$ cat src/rtl/mc_sequencer.sv
// mc_sequencer: program sequencer for the 1-bit ICU (PC, ROM fetch, jump/call/return, halt).
// Define MC_SEQ_CALL_STACK_EN to build the return-address stack; otherwise RTN returns to address 0.
module mc_sequencer #(
  parameter int unsigned ADDR_W      = 8,
  parameter int unsigned STACK_DEPTH = 4
) (
  input  logic              clk,
  input  logic              rst_n,
  input  logic              run,
  output logic [ADDR_W-1:0] prog_addr,
  input  logic [ADDR_W+3:0] prog_data,
  output logic [3:0]        instruction,
  output logic [ADDR_W-1:0] io_addr,
  input  logic              jmp,
  input  logic              rtn,
  input  logic              flag_o,
  input  logic              flag_f,
  input  logic              rr,
  output logic              running,
  output logic              halted,
  output logic              stack_err
);

  localparam int unsigned OP_W   = 4;
  localparam logic [OP_W-1:0] OP_NOPO = 4'h0;
  localparam logic [OP_W-1:0] OP_SKZ  = 4'hE;

  typedef enum logic [1:0] {
    ST_IDLE = 2'd0,
    ST_RUN  = 2'd1,
    ST_HALT = 2'd2
  } state_t;

  if (STACK_DEPTH < 1) begin : g_depth_chk
    $error("mc_sequencer: STACK_DEPTH must be at least 1");
  end

  state_t            state_q, state_d;
  logic [ADDR_W-1:0] pc_q, pc_d;
  logic              skip_q, skip_d;
  logic [OP_W-1:0]   opcode_c;
  logic [ADDR_W-1:0] field_c;
  logic [ADDR_W-1:0] pop_addr_c;
  logic              act_c;

  assign opcode_c = prog_data[ADDR_W+OP_W-1:ADDR_W];
  assign field_c  = prog_data[ADDR_W-1:0];
  // Flags only count for an issued instruction that the ICU is not skipping
  assign act_c    = (state_q == ST_RUN) && !skip_q;

  assign prog_addr   = pc_q;
  assign running     = (state_q == ST_RUN);
  assign halted      = (state_q == ST_HALT);
  assign instruction = running ? opcode_c : OP_NOPO;
  assign io_addr     = running ? field_c : '0;

  // Next PC / state / skip selection
  always_comb begin
    state_d = state_q;
    pc_d    = pc_q;
    skip_d  = 1'b0;
    case (state_q)
      ST_IDLE, ST_HALT: begin
        if (run) state_d = ST_RUN;
      end
      ST_RUN: begin
        pc_d = pc_q + ADDR_W'(1);
        if (act_c) begin
          skip_d = rtn || ((opcode_c == OP_SKZ) && !rr);
          if (flag_f)      state_d = ST_HALT;
          else if (jmp)    pc_d    = field_c;
          else if (rtn)    pc_d    = pop_addr_c;
          else if (flag_o) pc_d    = '0;
        end
      end
      default: state_d = ST_IDLE;
    endcase
  end

  always_ff @(posedge clk or negedge rst_n) begin
    if (!rst_n) begin
      state_q <= ST_IDLE;
      pc_q    <= '0;
      skip_q  <= 1'b0;
    end else begin
      state_q <= state_d;
      pc_q    <= pc_d;
      skip_q  <= skip_d;
    end
  end

`ifdef MC_SEQ_CALL_STACK_EN
  localparam int unsigned SP_W  = $clog2(STACK_DEPTH + 1);
  localparam int unsigned IDX_W = (STACK_DEPTH > 1) ? $clog2(STACK_DEPTH) : 1;

  logic [ADDR_W-1:0] stack_q [2**IDX_W];
  logic [SP_W-1:0]   sp_q, sp_d;
  logic              err_q, err_d;
  logic              push_c, pop_c, full_c, empty_c;

  assign push_c     = act_c && !flag_f && jmp;
  assign pop_c      = act_c && !flag_f && !jmp && rtn;
  assign full_c     = (sp_q == SP_W'(STACK_DEPTH));
  assign empty_c    = (sp_q == '0);
  // Underflow returns to address 0
  assign pop_addr_c = empty_c ? '0 : stack_q[IDX_W'(sp_q - SP_W'(1))];

  always_comb begin
    sp_d  = sp_q;
    err_d = err_q;
    if (push_c) begin
      if (full_c) err_d = 1'b1;
      else        sp_d  = sp_q + SP_W'(1);
    end else if (pop_c) begin
      if (empty_c) err_d = 1'b1;
      else         sp_d  = sp_q - SP_W'(1);
    end
  end

  // Push stores the JMP's own address; a push on a full stack is dropped
  always_ff @(posedge clk) begin
    if (push_c && !full_c) stack_q[IDX_W'(sp_q)] <= pc_q;
  end

  always_ff @(posedge clk or negedge rst_n) begin
    if (!rst_n) begin
      sp_q  <= '0;
      err_q <= 1'b0;
    end else begin
      sp_q  <= sp_d;
      err_q <= err_d;
    end
  end

  assign stack_err = err_q;
`else
  assign pop_addr_c = '0;
  assign stack_err  = 1'b0;
`endif

endmodule

$ cat config.mk
export PLATFORM = sky130hd
export DESIGN_NAME = mc_sequencer
export DESIGN_NICKNAME = d
export VERILOG_FILES = /design/src/rtl/mc_sequencer.sv
export SDC_FILE = /design/constraint.sdc
export NUM_CORES = 1
export LEC_CHECK = 0
export ABC_AREA = 1
export BUFFER_PORTS_ARGS = -buffer_cell sky130_fd_sc_hd__buf_4
export CAP_MARGIN = 10
export CORE_AREA = 2 2 47 49
export DETAILED_ROUTE_END_ITERATION = 16
export DIE_AREA = 0 0 49 51
export PLACE_DENSITY = 0.79
export SETUP_SLACK_MARGIN = 0.02
export SYNTH_ARGS = -nofsm -noshare
export SYNTH_HDL_FRONTEND = slang
export SYNTH_SLANG_ARGS = --single-unit
$ cat constraint.sdc
create_clock -name clk -period 1.4 [get_ports clk]
set_input_delay 0.07 -clock clk [delete_from_list [all_inputs] [get_ports clk]]
set_output_delay 0.07 -clock clk [all_outputs]
set_load 0.01 [all_outputs]
==> flow_metrics.env, run 1 <==
export IMPL_final_nets=193
export IMPL_fin_ws_ns=0.07376
export IMPL_setup_tns_ns=0
export IMPL_h_tree_depth=1
export IMPL_startpoint_type="flip-flop"
export IMPL_timing_worst_setup_path_type="reg2out"
export IMPL_vias=919
export IMPL_hold_path_class="in2reg"
export IMPL_syn_area_per_cell_sq_um=6.791
export IMPL_ir_drop_mv=1.127
export IMPL_hold_violations=0
export IMPL_pre_cts_ws_ns=0.1479
export IMPL_timing_rr_start="state_q[1]"
export IMPL_die_h_um=51
export IMPL_cap_violations=0
export IMPL_diodes=0
export IMPL_startpoint="state_q[1]"
export IMPL_status="finished clean"
export IMPL_ys_ff_latch=11
export IMPL_p_switching_mw=1.131
export IMPL_seqPwrFrac=0.259
export IMPL_r2r_end="prog_addr[4]"
export IMPL_power_share_switching=0.4693
export IMPL_setup_violations=0
export IMPL_overflow=0
export IMPL_n_fill_cell=203
export IMPL_syn2layout_area_growth_pct=47.84
export IMPL_powerDensity_nw_per_um2=1936
export IMPL_portBuffers=41
export IMPL_hpwl_um=1725
export IMPL_clkPwrFrac=0.092
export IMPL_synth_nets=145
export IMPL_pin_count=43
export IMPL_cts_sinks=11
export IMPL_crit_end="io_addr[1]"
export IMPL_tritoncts="yes"
export IMPL_fmax_mhz=754.0
export IMPL_yosysTopAreaCell="dfrtp_1"
export IMPL_rows=17
export IMPL_synth_area_top_cells="dfrtp_1 33%, nand2_1 14%, inv_1 9.4%, nor2_1 9.4%, nand3_1 5.3%"
export IMPL_route_detailed_drc=0
export IMPL_finalClockSkew_ns=0.0007489
export IMPL_grt_pass1_vias=878
export IMPL_p_comb_frac=0.648
export IMPL_power_leakage_nw=0.6989
export IMPL_die_w_um=49
export IMPL_grt_first_pass_wirelength_um=3643
export IMPL_drive_above_1_share=0.3567
export IMPL_grt_max_degree=13
export IMPL_drv_slew=0
export IMPL_final_area_sq_um=1245
export IMPL_rr_worst_depth=6
export IMPL_core_area_sq_um=2063
export IMPL_fin_crit_sh=0.9473
export IMPL_final_common_cell="buf_4"
export IMPL_clkTransAtPathRegs_ns=0.07
export IMPL_yosysSeqAreaShare=0.3269
export IMPL_clock_latency_ns=0.27
export IMPL_place_area_sq_um=1187
export IMPL_drtIter0Drc=22
export IMPL_gp_congestion=0.7805
export IMPL_ys_warnings_count=0
export IMPL_most_common_layout_cells="44 x buf_4, 32 x nand2_1, 20 x inv_1, 19 x nor2_1, 11 x dfrtp_1"
export IMPL_rsz0062_at_grt="false"
export IMPL_drt_total_wl_um=2191
export IMPL_fin_crit_ns=1.326
export IMPL_start_util=0.4081
export IMPL_critPathMaxFanout=12
export IMPL_antenna_found_initial=0
export IMPL_numCtsBuffers=3
export IMPL_drtPass1Iterations=4
export IMPL_postRouteAntennaNets=0
export IMPL_cts_buffer_depth=2
export IMPL_dieArea_sq_um=2499
export IMPL_cts_root_buf="clkbuf_4"
export IMPL_routedWlPerCell_um=11.01
export IMPL_ys_types=26
export IMPL_arrival_ns=1.26
export IMPL_crit_path_end_kind="output port"
export IMPL_routed_via_density=4.618
export IMPL_synth_area_sq_um=842.1
export IMPL_syn_inst=124
export IMPL_rrSetupSlack_ns=0.12
export IMPL_synth_top_cell_area_share=0.3269
export IMPL_cp_data_required_time_ns=1.33
export IMPL_grt_usage=0.1879
export IMPL_p_int_mw=1.279
==> registers in the layout, indices dropped and copies added, names as in the netlist <==
signal and cells:
skip_q 1, state_q 2, prog_addr 8
==> repair_timing <==
action / in CTS / in global routing
pin swaps: 0 / 1
gates cloned: 0 / 0
hold buffers: 1 / 0
gates resized for setup: 3 / 2
hold endpoints to repair: 11 / 0
buffers inserted: 1 / 0
endpoints found under the setup margin: 8 / 3
==> per-stage QoR <==
step / hold WS, ns / std cells / total power [mW] / util
final: 0.02103 / 199 / 2.410 / 0.6034
after global routing: 0.01703 / 199 / 2.613 / 0.6034
after global placement: -0.08612 / 193 / 2.072 / 0.5755
after CTS: 0.02407 / 199 / 2.400 / 0.6010
after floorplan: -0.2256 / 124 / 1.493 / -
after detailed placement: -0.08360 / 193 / 2.114 / 0.5755
==> cells in the mapped netlist <==
cell type and instances:
inv_2 1, nand2_1 32, o211ai_2 2, conb_1 1, nor2_4 2, buf_2 1
o21ai_0 3, nor2_2 1, nand4_1 2, inv_1 21, nand2_2 1, nand2_4 1
nor3_1 1, nor2_1 21, nand3b_1 1, dfrtp_1 11, nand3_4 1, ha_1 1
buf_4 2, a21oi_1 2, a21boi_1 1, nand3_1 9, a41oi_1 1, a31oi_1 1
nor3_4 1, xor2_1 3
==> critical path, cell delays in order, from the launching register on <==
cell     delay [ns]
dfrtp_1        0.40
inv_2          0.09
nand2_4        0.09
buf_6          0.17
nor2_2         0.11
buf_4          0.13
==> cell families (layout without fill, tap and decap cells) <==
kind of cell    after synthesis  in the layout  synth area share
simple gates                 73             73            0.4146
buf+inv                      25             72            0.1218
flops                        11             11            0.3269
compound gates               10             10           0.08618
xor+xnor                      3              3           0.03121
fa+ha+maj                     1              1           0.01486
other cells                   1              1          0.004453
==> worst min-delay path by stage <==
stage	cells past startpoint	startpoint	to	slack (ns)
6_report	3	rtn	skip_q	0.02
5_1_grt	3	rtn	skip_q	0.02
4_1_cts	3	rtn	skip_q	0.02
3_5_place_dp	1	rst_n	skip_q	-0.08
3_3_place_gp	1	rst_n	skip_q	-0.09
2_1_floorplan	0	rst_n	prog_addr[0]	-0.23
==> power groups by stage <==
stage          logic (mW)  clock network (mW)  registers, mW
2_1_floorplan       0.843                   0          0.650
3_3_place_gp         1.46                   0          0.615
3_5_place_dp         1.49                   0          0.627
4_1_cts              1.55               0.226          0.620
5_1_grt              1.73               0.240          0.646
6_report             1.56               0.223          0.625
==> metal layers <==
| layer | track usage | wire [um] |
|---|---|---|
| met1 | 0.2350 | 966 |
| met2 | 0.3151 | 1073 |
| met3 | 0.03216 | 112 |
| met4 | 0.09048 | 39 |
| met5 | 0 | 0 |
==> layout make-up <==
class                   instances  area [sq um]  share of cell area
clock buffers                   4         26.28             0.02111
inverters                      22         82.58             0.06633
multi-input cells              88         474.2              0.3809
flip-flops and latches         11         275.3              0.2211
well taps                      28         35.03             0.02814
repair buffers                 46         351.6              0.2824
No activity file was read; power rests on OpenSTA's default activity.
==> inputs of run 2 (changes only) <==
--- a/config.mk
+++ b/config.mk
@@ -5,13 +5,13 @@
 export SDC_FILE = /design/constraint.sdc
 export NUM_CORES = 1
 export LEC_CHECK = 0
-export ABC_AREA = 1
 export BUFFER_PORTS_ARGS = -buffer_cell sky130_fd_sc_hd__buf_4
 export CAP_MARGIN = 10
-export CORE_AREA = 2 2 47 49
+export CORE_AREA = 2 2 46 48
+export CTS_CLUSTER_SIZE = 8
 export DETAILED_ROUTE_END_ITERATION = 16
-export DIE_AREA = 0 0 49 51
-export PLACE_DENSITY = 0.79
+export DIE_AREA = 0 0 48 50
+export PLACE_DENSITY = 0.76
 export SETUP_SLACK_MARGIN = 0.02
 export SYNTH_ARGS = -nofsm -noshare
 export SYNTH_HDL_FRONTEND = slang
==> run 2 against run 1 <==
The run now ends with negative setup slack left. Flip-flop and latch count stayed put. Wire length grew 10%. Die area fell by 4.0%. Fmax down 11%. Largest power group unchanged. Synthesized cell count down 34%. Clock skew is 0.0024 ns higher. Sequential share of layout area is 1.4 points lower. Global-route usage is 0.30 points higher. Combinational power is 24% higher.
==> flow_metrics.env, run 2 <==
export IMPL_status="finished, violations left"
export IMPL_violations="negative setup slack"
export IMPL_startpoint_type="flip-flop"
export IMPL_synth_edff_count=0
export IMPL_dieArea_sq_um=2400
export IMPL_final_common_cell="buf_4"
export IMPL_hold_path_class="in2reg"
export IMPL_routedWlPerCell_um=14.31
export IMPL_ir_drop_mv=1.111
export IMPL_routed_via_density=5.373
export IMPL_grt_first_pass_wirelength_um=3332
export IMPL_hold_violations=0
export IMPL_clock_latency_ns=0.27
export IMPL_arrival_ns=1.64
export IMPL_max_slew_margin=0.6476
export IMPL_drtIter0Drc=12
export IMPL_yosysSeqAreaShare=0.3685
export IMPL_most_common_layout_cells="56 x buf_4, 12 x and2_1, 11 x dfrtp_1"
export IMPL_cts_sinks=11
export IMPL_core_area_sq_um=1902
export IMPL_crit_path_end_kind="flip-flop"
export IMPL_clkTransAtPathRegs_ns=0.08
export IMPL_fin_crit_ns=1.486
export IMPL_ys_types=31
export IMPL_synth_top_cell_area_share=0.3685
export IMPL_final_nets=164
export IMPL_hpwl_um=1694
export IMPL_holdWs_ns=0.03477
export IMPL_synth_async_reset_ratio=1.000
export IMPL_start_util=0.3928
export IMPL_grt_usage=0.1909
export IMPL_powerDensity_nw_per_um2=2092
export IMPL_cts_buffer_depth=2
export IMPL_grt_pass1_vias=799
export IMPL_syn_inst=82
export IMPL_synth_flop_cell="dfrtp_1"
export IMPL_diodes=0
export IMPL_vias=908
export IMPL_rows=16
export IMPL_fin_crit_sh=1.061
export IMPL_grt_max_degree=17
export IMPL_route_detailed_drc=0
export IMPL_drtPass1Iterations=4
export IMPL_cts_root_buf="clkbuf_4"
export IMPL_h_tree_depth=1
export IMPL_ys_warnings_count=0
export IMPL_die_w_um=48
export IMPL_drt_total_wl_um=2418
export IMPL_worstMarginPinSlew_ns=0.5246
export IMPL_gp_congestion=0.8083
export IMPL_cp_data_required_time_ns=1.56
export IMPL_critPathMaxFanout=5
export IMPL_cap_violations=0
export IMPL_tritoncts="yes"
export IMPL_hold_path_depth=2
export IMPL_finalClockSkew_ns=0.003175
export IMPL_overflow=0
export IMPL_pin_count=43
export IMPL_syn2layout_area_growth_pct=77.55
export IMPL_synth_area_sq_um=747.0
export IMPL_numCtsBuffers=3
export IMPL_antenna_found_initial=0
export IMPL_die_h_um=50
export IMPL_drv_slew=0
export IMPL_timing_worst_setup_path_type="reg2reg"
export IMPL_post_synth_top_count_cell="and2_1"
export IMPL_rsz0062_at_grt="true"
export IMPL_yosysTopAreaCell="dfrtp_1"
export IMPL_fmax_mhz=673.1
export IMPL_rr_worst_depth=4
export IMPL_portBuffers=41
export IMPL_syn_area_per_cell_sq_um=9.109
export IMPL_power_leakage_nw=0.6537
export IMPL_synth_area_top_cells="dfrtp_1 37%, and2_1 11%, o2bb2ai_1 4.7%, and3_1 4.2%, o21ai_0 4.0%"
export IMPL_postRouteAntennaNets=0
export IMPL_total_power_mw=2.774
export IMPL_setup_violations=17
export IMPL_synth_common_cells="13 x and2_1, 11 x dfrtp_1, 6 x o21ai_0"
export IMPL_drive_above_1_share=0.5282
export IMPL_fin_ws_ns=-0.08564
export IMPL_ys_ff_latch=11
export IMPL_largest_reg_flops=8
export IMPL_synth_nets=103
## run 2: final timing paths
| path | from | end | slack, ns |
|---|---|---|---|
| setup / recovery | state_q[1] | prog_addr[0] | -0.09 |
| hold / removal | prog_data[5] | prog_addr[5] | 0.03 |
| setup reg to reg | state_q[1] | prog_addr[0] | -0.09 |
| hold reg to reg | prog_addr[6] | prog_addr[6] | 0.56 |
| max in group asynchronous | rst_n | prog_addr[1] | 1.05 |
| min in group asynchronous | rst_n | prog_addr[5] | 0.19 |
## run 2: logic make-up after synthesis
logic type | after synthesis | synth area share
flip-flops | 11 | 0.3685
adder cells (fa/ha/maj) | 1 | 0.01675
buffers and inverters | 11 | 0.07035
AND/OR/NAND/NOR | 37 | 0.3316
multiplexers | 1 | 0.01340
AO/OA/AOI/OAI | 20 | 0.1943
other | 1 | 0.005020
## run 2: power breakdown
group	total, mW	switching [mW]	internal [mW]	leakage, nW
logic	1.93	0.847	1.09	0.504
registers	0.616	0.153	0.463	0.134
clock network	0.224	0.114	0.110	0.0150
## run 2: routing by layer
layer  global-route usage  wire length, um  up-vias
li1                     -                -      418
met1               0.2157              917      455
met2               0.3511             1362       31
met3              0.03297              122        4
met4              0.04054               15        0
met5                    0                0        -
## run 2: critical path, cell delays in order (launching register included)
cell	delay, ns
dfrtp_1	0.38
nand2b_4	0.14
or4_4	0.53
a221oi_2	0.26
a21oi_1	0.07
## run 2: area by class of cell
cell class | count | area [sq um]
Fill cell | 159 | 575.6
Timing Repair Buffer | 61 | 493.0
Multi-Input combinational cell | 60 | 467.9
Sequential cell | 11 | 275.3
Tap cell | 27 | 33.78
Inverter | 6 | 30.03
Clock buffer | 4 | 26.28
## run 2: stage by stage
stage | instance area, sq um | worst slack, ns | setup TNS (ns) | cells | utilization
after CTS | 1246 | -0.09115 | -0.9213 | 164 | 0.6553
final | 1326 | -0.08564 | -0.7371 | 169 | 0.6974
after floorplan | 780.7 | -0.1747 | -0.7697 | 82 | -
after global placement | 1189 | -0.07062 | -0.2296 | 158 | 0.6250
after detailed placement | 1189 | -0.1044 | -0.4092 | 158 | 0.6250
after global routing | 1326 | -0.1513 | -1.689 | 169 | 0.6974
## run 2: what timing repair did
| item | CTS | global route |
|---|---|---|
| resized for setup | 4 | 7 |
| setup buffers | 1 | 4 |
| cloned | 0 | 1 |
| endpoints found under the hold margin | 11 | 0 |
| pin swaps | 2 | 3 |
| hold buffers | 1 | 0 |
| endpoints found under the setup margin | 17 | 19 |
==> inputs of run 3 (changes only) <==
==> constraint.sdc (replaced) <==
create_clock -name clk -period 1.4 [get_ports clk]
set_input_delay 0.07 -clock clk [delete_from_list [all_inputs] [get_ports clk]]
set_output_delay 0.07 -clock clk [all_outputs]
set_load 0.005 [all_outputs]
==> run 3 against run 2 <==
The flow still finishes with violations (negative setup slack). Largest power group unchanged. Clock skew is 0.0024 ns higher. Critical path depth stayed put. First-iteration DRC count is 50% lower. Global-route usage is 3.1 points higher. Clock power is 10% higher. Register-to-register slack worse by 0.03 ns. Highest routed layer unchanged. Sequential power is 2% lower. Critical endpoint unchanged. Sequential share of layout area is 1.4 points lower.
==> flow_metrics.env, run 3 (synthesized netlist as in run 2, its figures left out) <==
export IMPL_power_leakage_nw=0.6930
export IMPL_pin_count=43
export IMPL_routedWlPerCell_um=14.97
export IMPL_h_tree_depth=1
export IMPL_finalClockSkew_ns=0.005623
export IMPL_max_slew_margin=0.4849
export IMPL_final_area_sq_um=1423
export IMPL_drtIter0Drc=6
export IMPL_die_h_um=50
export IMPL_clkTransAtPathRegs_ns=0.09
export IMPL_fin_crit_ns=1.512
export IMPL_portBuffers=41
export IMPL_route_detailed_drc=0
export IMPL_rsz0062_at_grt="true"
export IMPL_timing_worst_setup_path_type="reg2reg"
export IMPL_powerDensity_nw_per_um2=2073
export IMPL_crit_path_end_kind="flip-flop"
export IMPL_syn2layout_area_growth_pct=90.45
export IMPL_arrival_ns=1.68
export IMPL_grt_usage=0.2218
export IMPL_pre_cts_ws_ns=-0.1128
export IMPL_most_common_layout_cells="45 x buf_4, 15 x buf_6, 11 x and2_4, 11 x dfrtp_1, 6 x o21ai_0"
export IMPL_largest_reg_flops=8
export IMPL_die_w_um=48
export IMPL_routed_wl_met3_um=142
export IMPL_grt_pass1_vias=855
export IMPL_hpwl_um=1570
export IMPL_total_power_mw=2.950
export IMPL_fmax_mhz=661.5
export IMPL_critPathMaxFanout=5
export IMPL_cts_root_buf="clkbuf_4"
export IMPL_hold_path_depth=3
export IMPL_cp_data_required_time_ns=1.57
export IMPL_hold_violations=0
export IMPL_worstMarginPinSlew_ns=0.7667
export IMPL_rr_worst_depth=4
export IMPL_route_met2_wl_um=1304
export IMPL_setup_violations=15
export IMPL_startpoint_type="flip-flop"
export IMPL_fin_ws_ns=-0.1117
export IMPL_core_area_sq_um=1902
export IMPL_drive_above_1_share=0.6181
export IMPL_postRouteAntennaNets=0
export IMPL_ir_drop_mv=1.223
export IMPL_numCtsBuffers=3
export IMPL_gp_congestion=0.8382
export IMPL_dieArea_sq_um=2400
export IMPL_met1_length_um=1089
export IMPL_violations="negative setup slack"
export IMPL_status="finished, violations left"
export IMPL_tritoncts="yes"
export IMPL_final_common_cell="buf_4"
export IMPL_overflow=0
export IMPL_cts_buffer_depth=2
export IMPL_diodes=0
export IMPL_place_area_sq_um=1181
export IMPL_highest_layer="met4"
export IMPL_cts_sinks=11
export IMPL_clock_latency_ns=0.28
export IMPL_start_util=0.3928
export IMPL_vias=894
export IMPL_drtPass1Iterations=4
export IMPL_holdWs_ns=0.02136
export IMPL_rows=16
export IMPL_routed_via_density=5.228
export IMPL_hold_path_class="in2reg"
export IMPL_cap_violations=0
export IMPL_grt_first_pass_wirelength_um=3843
export IMPL_final_nets=166
export IMPL_antenna_found_initial=0
export IMPL_drt_total_wl_um=2560
export IMPL_drv_slew=0
export IMPL_fin_crit_sh=1.080
export IMPL_grt_max_degree=12
==> run 3: cell count changes in the layout (fill, tap and decap cells not counted), sizes merged <==
cell and change:
clkbuf -1, buf +3
==> run 3: repair_timing <==
item / CTS / global route
hold endpoints to repair: 11 / 0
pin swaps: 14 / 4
endpoints found under the setup margin: 21 / 20
cloned: 1 / 0
resized for setup: 31 / 8
setup buffers: 7 / 1
hold buffers: 1 / 0
==> run 3: worst paths after layout <==
path,endpoint,from,slack [ns]
max reg2reg,prog_addr[0],state_q[1],-0.11
min reg2reg,prog_addr[6],prog_addr[6],0.56
min in group asynchronous,prog_addr[6],rst_n,0.16
min,prog_addr[7],prog_data[7],0.02
max,prog_addr[0],state_q[1],-0.11
max in group asynchronous,prog_addr[0],rst_n,1.08
==> run 3: metal layers <==
layer,GRT usage,vias up
met5,0,-
met3,0.05495,4
met4,0.04054,0
met1,0.2764,431
li1,-,421
met2,0.3756,38
==> run 3: cell type report <==
| class | instances | area, sq um |
|---|---|---|
| clock buffer | 4 | 26.28 |
| fill | 140 | 479.2 |
| inverter | 6 | 30.03 |
| multi-input combinational | 60 | 510.5 |
| sequential | 11 | 275.3 |
| tap | 27 | 33.78 |
| timing repair buffer | 63 | 546.8 |
==> run 3: power by group <==
part           switching (mW)  total [mW]  internal [mW]
clock                   0.137       0.247          0.111
combinational           0.831        2.10           1.27
sequential              0.143       0.606          0.463
total                    1.11        2.95           1.84
==> run 3: critical path, stage by stage (launching register included) <==
cell and delay, ns:
dfrtp_1 0.38, nand2b_4 0.15, or4_4 0.53, a221oi_2 0.27
a21oi_1 0.06
==> run 3: stage by stage <==
step / setup TNS (ns) / utilization / cells
6_report: -0.6610 / 0.7480 / 171
5_1_grt: -1.454 / 0.7480 / 171
4_1_cts: -0.5257 / 0.7230 / 170
3_5_place_dp: -0.4170 / 0.6211 / 157
3_3_place_gp: -0.2500 / 0.6211 / 157
2_1_floorplan: -0.7388 / - / 82
